===== config.mk =====
export PLATFORM = sky130hd
export DESIGN_NAME = imem_load_ctrl
export DESIGN_NICKNAME = d
export VERILOG_FILES = /design/src/rtl/imem_load_ctrl.sv
export SDC_FILE = /design/constraint.sdc
export NUM_CORES = 1
export LEC_CHECK = 0
export CAP_MARGIN = 40
export CORE_MARGIN = 2
export CORE_UTILIZATION = 55
export DETAILED_ROUTE_END_ITERATION = 6
export PLACE_DENSITY = 0.83
export SYNTH_ARGS = -nofsm -noshare
export SYNTH_HDL_FRONTEND = slang
export SYNTH_SLANG_ARGS = --single-unit

===== constraint.sdc =====
create_clock -name clk -period 4.8 [get_ports clk]
set_input_delay 0.72 -clock clk [delete_from_list [all_inputs] [get_ports clk]]
set_output_delay 0.72 -clock clk [all_outputs]
set_load 0.03 [all_outputs]

===== src/rtl/imem_load_ctrl.sv =====
// Packs a little-endian byte stream into 32-bit words and writes them into the instruction memory.
// A word is written one cycle after its 4th byte is accepted. byte_ready is high only in LOAD, and fetch stalls until the load is done.
module imem_load_ctrl #(
  parameter int  DEPTH = 256,
  localparam int AW    = $clog2(DEPTH)
) (
  input  logic          clk,
  input  logic          rst_n,
  input  logic          start,
  input  logic          byte_valid,
  input  logic [7:0]    byte_data,
  input  logic          byte_last,
  output logic          byte_ready,
  output logic          mem_we,
  output logic [AW-1:0] mem_waddr,
  output logic [31:0]   mem_wdata,
  input  logic          fetch_req,
  output logic          fetch_grant,
  output logic          busy,
  output logic          done,
  output logic          overflow,
  output logic [AW:0]   word_count
);

  typedef enum logic [1:0] {IDLE, LOAD, FLUSH, DONE} state_t;

  localparam logic [AW:0] CAP = (AW+1)'(DEPTH);
  localparam logic [AW:0] ONE = (AW+1)'(1);

  state_t      state;
  logic [1:0]  lane;
  logic [31:0] asm_word;
  logic [31:0] next_word;
  logic [31:0] commit_word;
  logic        accept;
  logic        commit;
  logic        full;

  assign byte_ready  = (state == LOAD);
  assign busy        = (state == LOAD) | (state == FLUSH);
  assign fetch_grant = fetch_req & ((state == IDLE) | (state == DONE));
  assign accept      = byte_valid & byte_ready;
  assign full        = (word_count == CAP);

  always_comb begin
    next_word = asm_word;
    next_word[{lane, 3'b000} +: 8] = byte_data;
  end

  // A word leaves either on its 4th byte or as the zero-padded tail in FLUSH.
  assign commit      = (accept & (lane == 2'd3)) | (state == FLUSH);
  assign commit_word = (state == FLUSH) ? asm_word : next_word;

  always_ff @(posedge clk or negedge rst_n) begin
    if (!rst_n) begin
      state      <= IDLE;
      lane       <= 2'd0;
      asm_word   <= 32'd0;
      mem_we     <= 1'b0;
      mem_waddr  <= '0;
      mem_wdata  <= 32'd0;
      done       <= 1'b0;
      overflow   <= 1'b0;
      word_count <= '0;
    end else begin
      mem_we <= 1'b0;

      if (commit) begin
        if (full) begin
          overflow <= 1'b1;
        end else begin
          mem_we     <= 1'b1;
          mem_waddr  <= word_count[AW-1:0];
          mem_wdata  <= commit_word;
          word_count <= word_count + ONE;
        end
      end

      case (state)
        IDLE, DONE: begin
          if (start) begin
            state      <= LOAD;
            lane       <= 2'd0;
            asm_word   <= 32'd0;
            word_count <= '0;
            done       <= 1'b0;
            overflow   <= 1'b0;
          end
        end
        LOAD: begin
          if (accept) begin
            if (lane == 2'd3) begin
              asm_word <= 32'd0;
              lane     <= 2'd0;
              if (byte_last) begin
                state <= DONE;
                done  <= 1'b1;
              end
            end else begin
              asm_word <= next_word;
              lane     <= lane + 2'd1;
              if (byte_last) state <= FLUSH;
            end
          end
        end
        FLUSH: begin
          asm_word <= 32'd0;
          lane     <= 2'd0;
          state    <= DONE;
          done     <= 1'b1;
        end
        default: state <= IDLE;
      endcase
    end
  end

endmodule


## After elaboration in Yosys (flattened, before gate mapping)

Cells that the tools add are included.

| storage, ports and cells | value |
|---|---|
| register bits | 88 |
| logic and storage cells | 67 |
| input bits | 14 |
| output and inout bits | 55 |

| operators by class | value |
|---|---|
| reduce and logical (&&, ||, !) cells | 6 |
| bitwise operators | 7 |
| add/sub/neg operators | 3 |
| multiplexer cells | 31 |
| shift-type cells | 2 |
| eq/ne operators | 9 |

Operators with widths:

| kind | count |
|---|---|
| $mux W32 | 4 |
| $pmux W32 S3 | 1 |
| $mux W9 | 4 |
| $bwmux W32 | 1 |
| $shift A8 B7 Y32 const A | 1 |
| $shiftx A8 B7 Y32 | 1 |
| $mux W2 | 8 |
| $pmux W2 S3 | 2 |
| $mux W1 | 10 |
| $add A9 B1 Y9 const B | 1 |
| $eq A9 B9 Y1 const B | 1 |
| $neg A5 Y7 | 1 |
| $eq A2 B2 Y1 const B | 3 |
| $ne A2 B1 Y1 const B | 2 |
| $ne A2 B2 Y1 const B | 2 |
| $reduce_and A2 Y1 | 2 |
| $reduce_and A4 Y1 | 1 |
| $and A1 B1 Y1 | 3 |
| $or A1 B1 Y1 | 3 |
| $pmux W1 S3 | 1 |
| $reduce_and A3 Y1 | 1 |
| $add A2 B1 Y2 const B | 1 |
| $eq A2 B1 Y1 const B | 1 |
| $logic_not A2 Y1 | 1 |
| 2 further kinds | 2 |

## Longest topological paths before layout

Gate-level depths: netlist (run 1).

| depth | value |
|---|---|
| depth after elaboration | 7 |
| mapped depth | 7 |
| gate-level depth less buffers | 6 |

## Least setup slack after synthesis (run 1)

OpenSTA, ideal clock, no wires.

| timing path | value |
|---|---|
| kind | register to register |
| start point | register state[1] |
| end point | register asm_word[10] |
| stages on the path, launching flop included | 8 |
| path slack | 2.748 ns |
| required time | 4.717 ns |
| clock period less this slack | 2.052 ns |
| buffers on the path | 1 |
| data arrival time | 1.969 ns |
| library setup time | 0.083 ns |
| cell sequence | dfrtp_1 inv_1 ha_1 nand3b_1 nand2b_1 or4_1 clkbuf_1 o21ai_0 |

| between the ends | value |
|---|---|
| cells in the longest elaborated chain, start to end | 4 |
| elaborated cells between the ends (all ways) | 10 |
| those cells by class | eq/ne: 5; mux: 1; bitwise: 1; reduce/logical: 3 |

RTL lines:

| item | RTL line | RTL |
|---|---|---|
| from (decl) | 30 | `state_t state;` |
| from (signal assigned) | 56 | `state <= IDLE;` |
| from (signal assigned) | 82 | `state <= LOAD;` |
| from (signal assigned) | 96 | `state <= DONE;` |
| $eq A2 B1 Y1 (*) | 39 | `assign byte_ready = (state == LOAD);` |
| via byte_ready | 13 | `output logic byte_ready,` |
| $and A1 B1 Y1 | 42 | `assign accept = byte_valid & byte_ready;` |
| $ne A2 B1 Y1 (no line) | -- |  |
| $reduce_and A2 Y1 (no line) | -- |  |
| to (signal assigned) | 100 | `asm_word <= next_word;` |
| to (decl) | 32 | `logic [31:0] asm_word;` |

Mark *: on every way through the listed nets, which the timed path passes. The rest lies on a longest branch.
A chain may end at the register's enable or synchronous reset.

## Worst setup path after layout (run 1)

| timing path | value |
|---|---|
| start point | register state[0] |
| end point | output fetch_grant |

| between the ends | value |
|---|---|
| cells in the longest elaborated chain, start to end | 3 |
| elaborated cells between the ends (all ways) | 4 |
| those cells by class | eq/ne: 1; bitwise: 2; reduce/logical: 1 |

RTL lines:

| item | RTL line | RTL |
|---|---|---|
| $eq A2 B2 Y1 or $logic_not A2 Y1 (tied branches) | 41 | `assign fetch_grant = fetch_req & ((state == IDLE) \| (state == DONE));` |
| $or A1 B1 Y1 (*) | 41 |  |
| $and A1 B1 Y1 (*) | 41 |  |
| to (decl) | 18 | `output logic fetch_grant,` |

Mark *: on every way between the ends. The rest lies on a longest branch, timed or not.

==> summary.txt, run 1 <==
Pwr
  – Final Total Pwr: 0.003225 W
  – Sw Share: 0.4418
  – Internal power: about 0.0018 W
  – Worst IR Drop VDD: 0.4463 mV
  – Gate power share: 0.506
  – Clock Power Share: 0.162
  – Pwr/cell area: 661.3 nW/um^2
  – Sw Pwr: 0.001425 W
  – Sequential power share: 0.332
  – Leakage power: 2.114 nW

Routing
  – Initial drt markers: about 320
  – Vias per cell: 5.732
  – First-pass DRT Iterations: 5
  – DRC Markers: 0
  – DRT antenna net count: 0
  – DR WL/cell: 16.30 um
  – DRT Wirelength: 8686 um
  – Vias: 3,055

Cells and area
  – Area Overhead vs Synth: 23.87%
  – Layout Utilization: 0.7098
  – Finished Layout Cells: approximately 530
  – Antenna Diode Count: 0
  – Commonest non-fill, non-tap cell in the layout: dfrtp_1
  – Most frequent cells in the layout: dfrtp_1 (88), clkdlybuf4s50_1 (67), nor2_1 (44)
  – Final nets: ~460
  – Share of cells above drive strength 1: 0.08009

Placed design
  – Post-place setup slack: between 2 and 2.5 ns
  – GPL Wtd Cong: 0.8634
  – Post-DP HPWL: 6073 um
  – Input/output buffers: 68
  – Placed cell count: 516

Critical path
  – Startpoint Class: flop
  – Worst Setup Path Type: flop to output port
  – Worst endpoint data arrival time: 1.97 ns
  – Critical Path Sink Type: output port
  – Worst path required time: 4.08 ns
  – Critical path peak fanout: 6

Clock network
  – CTS tree: built
  – Root buffer cell: clkbuf_8
  – Clk sinks: 88
  – Clock latency at the later pin of the worst-skew pair: 0.35 ns
  – TritonCTS Buffers: 9
  – H-tree levels: 3
  – CTS resizes: 0
  – Clock Path Buffers: 2
  – Hold-fix buffer count after cts: 0
  – Reg clk slew, reported paths: 0.09 ns
  – Post-CTS Setup Inserts: 0

Die
  – Die X: 88.60 um
  – Initial core utilization: 0.5730
  – Core area: 6869 um^2
  – Die height: 88.60 um
  – Ports: a little under 70
  – Row cnt: 30
  – Die ar.: between 7000 and 8000 um^2

GRT
  – Vias in the first global route: approximately 3,000
  – All-Layer GR Usage: 0.2375
  – GRT overflow: 0
  – Met1 usage: 0.3509
  – Met3 Use GR: 0.04571
  – Largest net degree at the start of global routing: 78
  – Top Usage Layer GRT: met2
  – Initial antenna violation count: 0
  – First-pass GRT wire length: 14,250 um
  – Met2 Use GR: 0.3616

Min path
  – Hold Path Class: input pin to asynchronous set/reset pin

STA
  – Slew Limit Fails: 0
  – Fin worst setup slack: 2.106 ns
  – Period minus WS final: approximately 2.7 ns
  – Relative slew margins: 0.4650
  – RSZ-0062 raised after global routing: false
  – Clk_skew: ~0.014 ns
  – Final setup vio count: 0
  – Final-report hold violation count: 0
  – Slew @ Worst Pin: around 0.8 ns
  – Maximum clock rate: 371.1 MHz
  – Crit share post-route: 0.5613
  – Setup TNS Final: 0 ns

Yosys
  – Ys flop type: dfrtp_1
  – Synthesized cell area: 3936 um^2
  – Sequential fraction of the synthesis area: 0.5594
  – Leading area contributor after synthesis: dfrtp_1
  – Mapped Nets: between 300 and 400
  – Synthesized instance count: roughly 370
  – Post-synth cell types: 39
  – Post-synth EDFFs: 0
  – Post-Syn Area per Cell: 10.67 um^2
  – Yosys top cell area share: 0.5594
  – Synth warnings: 0
  – FFs w/ async S/R, synth: 1.000
  – Synth area leaders: dfrtp_1 (56%), a22oi_1 (6.1%), a21oi_1 (4.6%), nor2_1 (4.2%), a22o_1 (3.6%)
  – #FFs+latches synth: 88

Run
  – Max Cap Viol: 0

Status
  – Run status: finished, final reports clean
-- final timing paths --
check / startpoint / to / slack (ns) / cells past startpoint
setup / recovery: state[0]$_DFFE_PN0P_ / fetch_grant / 2.11 / 4
hold / removal: rst_n / mem_waddr[5]$_DFFE_PN0P_ / 0.26 / 1
setup reg to reg: lane[0]$_DFFE_PN0P_ / mem_wdata[18]$_DFFE_PN0P_ / 2.41 / 6
hold reg to reg: asm_word[27]$_DFFE_PN0P_ / asm_word[27]$_DFFE_PN0P_ / 0.49 / 2
max in group asynchronous: rst_n / asm_word[0]$_DFFE_PN0P_ / 3.93 / 2
min in group clk: asm_word[27]$_DFFE_PN0P_ / asm_word[27]$_DFFE_PN0P_ / 0.49 / 2
-- Yosys cell counts (3+ instances only) --
| master | number |
|---|---|
| dfrtp_1 | 88 |
| nor2_1 | 44 |
| a21oi_1 | 36 |
| a22oi_1 | 32 |
| nand2_1 | 19 |
| o21ai_0 | 19 |
| a22o_1 | 16 |
| inv_1 | 15 |
| nand2b_1 | 12 |
| ha_1 | 10 |
| mux2_2 | 9 |
| clkbuf_1 | 8 |
| xor2_1 | 6 |
| and3_1 | 5 |
| buf_1 | 5 |
| nor2b_1 | 5 |
| and2_1 | 4 |
| nand3_1 | 4 |
| buf_6 | 3 |
| o211ai_1 | 3 |
-- worst max-delay path, stage by stage (launching register included) --
cell             delay, ns
dfrtp_1               0.37
inv_1                 0.06
ha_1                  0.37
and2_1                0.15
clkdlybuf4s50_1       0.66
-- through the flow --
stage	area, um^2	hold WS [ns]
after floorplan	3936	0.4244
after global placement	4642	0.4638
after detailed placement	4669	0.4705
after CTS	4871	0.2740
after global routing	4876	0.2837
final	4876	0.2639
-- cells by family after synthesis --
kind of cell	share of synthesized area
buf+inv	0.03783
simple gates	0.1360
flops	0.5594
xor+xnor	0.01558
fa+ha+maj	0.03179
mux	0.03083
compound gates	0.1885
-- layer usage --
metal  vias to the layer above  share of wire
met5                         -              0
met4                         0          0.016
met3                        16          0.054
met2                       102           0.47
met1                      1500           0.46
li1                       1437              -
-- power by group through the flow --
stage | Clock, W | Combinational [W] | Sequential (W)
3_5_place_dp | 0 | 0.00163 | 0.00109
5_1_grt | 0.000557 | 0.00178 | 0.00109
2_1_floorplan | 0 | 0.000773 | 0.00139
6_report | 0.000522 | 0.00163 | 0.00107
4_1_cts | 0.000528 | 0.00164 | 0.00107
3_3_place_gp | 0 | 0.00158 | 0.00108
-- flip-flops by register name, summed over array words and instances, names as in the netlist, 2 cells and up --
| register | cells |
|---|---|
| mem_wdata | 32 |
| lane | 2 |
| asm_word | 32 |
| state | 2 |
| mem_waddr | 8 |
| word_count | 9 |
-- cell type report --
cell class / count / area, um^2
Fill cell: 518 / 1993
Tap cell: 96 / 120.1
Clock inverter: 7 / 77.57
Clock buffer: 9 / 123.9
Timing Repair Buffer: 70 / 710.7
Inverter: 15 / 56.30
Sequential cell: 88 / 2202
Multi-Input combinational cell: 248 / 1585
Note: power is estimated with default switching activity, not from simulation.
==> run 2: changes to the inputs <==
- CORE_UTILIZATION: 55 -> 47
- PLACE_DENSITY: 0.83 -> 0.75
- clock period: 4.8 -> 2.45 ns (I/O delays scaled with it)
==> run 2 against run 1 <==
Net effect:
- wire length up 2.3%
- cell area up 0.82%
- register-to-register slack lost 2.1 ns
- critical path type unchanged
- largest cell class unchanged
==> summary.txt, run 2 (synthesized netlist as in run 1, its figures left out) <==
STA
  – RSZ-0062 raised after global routing: false
  – Clk_skew: 0.01247 ns
  – Period minus WS final: about 2.3 ns
  – Final setup vio count: 0
  – Final-report hold violation count: 0
  – Worst hold margin: just under 0.5 ns
  – Slew Limit Fails: 0
  – Slew @ Worst Pin: ~0.63 ns
  – Fin worst setup slack: 0.1494 ns
  – Setup TNS Final: 0 ns
  – Maximum clock rate: 434.7 MHz
  – Relative slew margins: 0.5762
  – Crit share post-route: 0.9390

Clock network
  – TritonCTS Buffers: 9
  – Clock Path Buffers: 2
  – H-tree levels: 3
  – Clock latency at the later pin of the worst-skew pair: approximately 0.37 ns
  – Post-CTS Setup Inserts: 0
  – Reg clk slew, reported paths: approximately 0.090 ns
  – Clk sinks: roughly 90
  – Root buffer cell: clkbuf_8
  – CTS tree: built

GRT
  – First-pass GRT wire length: 14,250 um
  – Vias in the first global route: just under 3,000
  – Largest net degree at the start of global routing: 60
  – All-Layer GR Usage: 0.2052
  – GRT overflow: 0
  – Initial antenna violation count: 0

Cells and area
  – Antenna Diode Count: 0
  – Largest regs: asm_word: 32 flops, mem_wdata: 32 flops, word_count: 9 flops
  – Commonest non-fill, non-tap cell in the layout: dfrtp_1
  – Share of cells above drive strength 1: 0.08597
  – Multi-input gate area: 1585 um^2
  – Sequential Area: 2202 um^2
  – Final nets: 461
  – Layout Utilization: 0.6013
  – Fill cell count: 693
  – Area Overhead vs Synth: 24.89%
  – Most frequent cells in the layout: dfrtp_1 (88), clkdlybuf4s50_1 (66), nor2_1 (44)

Placed design
  – GPL Wtd Cong: 0.7977
  – Post-DP HPWL: about 6200 um
  – Input/output buffers: slightly below 70
  – Post-place setup slack: 0.3238 ns

Die
  – Initial core utilization: 0.4815
  – Die X: around 96 um
  – Core area: 8175 um^2
  – Ports: 69
  – Row cnt: 33
  – Die ar.: 9123 um^2
  – Die height: 95.52 um

Routing
  – DRC Markers: 0
  – Vias per cell: 5.530
  – Met2 wire len: about 4200 um
  – Vias: 3,025
  – DR WL met3: ~330 um
  – M1 wire length: 4124 um
  – Highest Signal Layer: met4
  – DRT Wirelength: 8884 um
  – DR WL/cell: 16.24 um
  – First-pass DRT Iterations: 4
  – DRT antenna net count: 0
  – Initial drt markers: 177

Critical path
  – Startpoint Class: flop
  – Worst R2R Setup Slack: 0.29 ns
  – Worst r2r src: lane[0]$_DFFE_PN0P_
  – Worst Setup Path Type: flop to output port
  – Worst path required time: 2.08 ns
  – Worst endpoint data arrival time: 1.93 ns
  – Critical Path Sink Type: output port
  – Critical path peak fanout: 6
  – R2R cell count: 5
  – Worst r2r dst: asm_word[14]$_DFFE_PN0P_
  – Worst Setup EP: busy
  – Crit path from: state[0]$_DFFE_PN0P_

Run
  – Max Cap Viol: 0

Pwr
  – Worst IR Drop VDD: between 0.7 and 0.8 mV
  – Pwr/cell area: 1275 nW/um^2
  – Leakage power: around 2.1 nW

Min path
  – Hold Path Class: input pin to asynchronous set/reset pin

Status
  – Run status: finished, final reports clean
[run 2: worst min path at each step]
stage	from	endpoint	slack, ns	cells after the start
2_1_floorplan	rst_n	asm_word[0]$_DFFE_PN0P_	0.07	0
3_3_place_gp	rst_n	mem_we$_DFF_PN0_	0.36	1
3_5_place_dp	rst_n	mem_we$_DFF_PN0_	0.36	1
4_1_cts	asm_word[30]$_DFFE_PN0P_	asm_word[30]$_DFFE_PN0P_	0.49	2
5_1_grt	asm_word[12]$_DFFE_PN0P_	asm_word[12]$_DFFE_PN0P_	0.52	2
6_report	rst_n	mem_wdata[27]$_DFFE_PN0P_	0.49	2
[run 2: layout make-up]
cell class | count | share of cell area
inverter | 15 | 0.01145
tap | 105 | 0.02672
clock inverter | 6 | 0.01069
timing repair buffer | 75 | 0.1547
multi-input combinational | 248 | 0.3225
sequential | 88 | 0.4480
clock buffer | 10 | 0.02596
[run 2: per-stage QoR]
step / total power (W) / instances / instance area [um^2]
6_report: 0.006266 / 547 / 4916
5_1_grt: 0.006677 / 547 / 4916
4_1_cts: 0.006304 / 547 / 4913
3_5_place_dp: 0.005356 / 530 / 4723
3_3_place_gp: 0.005277 / 530 / 4723
2_1_floorplan: 0.004237 / 369 / 3936
[run 2: report_power, final]
group	internal, W	switching (W)
logic	0.00123	0.00200
clock network	0.000384	0.000557
registers	0.00185	0.000242
total	0.00346	0.00280
[run 2: routing by layer]
metal / up-vias / global-route usage
met5: - / 0
met4: 0 / 0.09643
met3: 18 / 0.02925
met2: 76 / 0.3204
met1: 1488 / 0.2835
li1: 1443 / -
[run 2: repair_timing]
item                                    CTS  global route
endpoints found under the hold margin    35             0
gates resized for setup                   0             1
hold buffers                              1             0
endpoints found under the setup margin    0             1
[run 2: worst max-delay path, stage by stage, from the launching register on]
cell and delay [ns]:
dfrtp_1 0.36, inv_1 0.06, ha_1 0.37, inv_1 0.10, clkdlybuf4s50_1 0.67
==> run 3: changes to the inputs <==
- SKIP_LAST_GASP: default -> 1
- SLEW_MARGIN: default -> 5
==> results of run 3 <==
No change in the layout: final DEF, timing and power equal those of run 2.
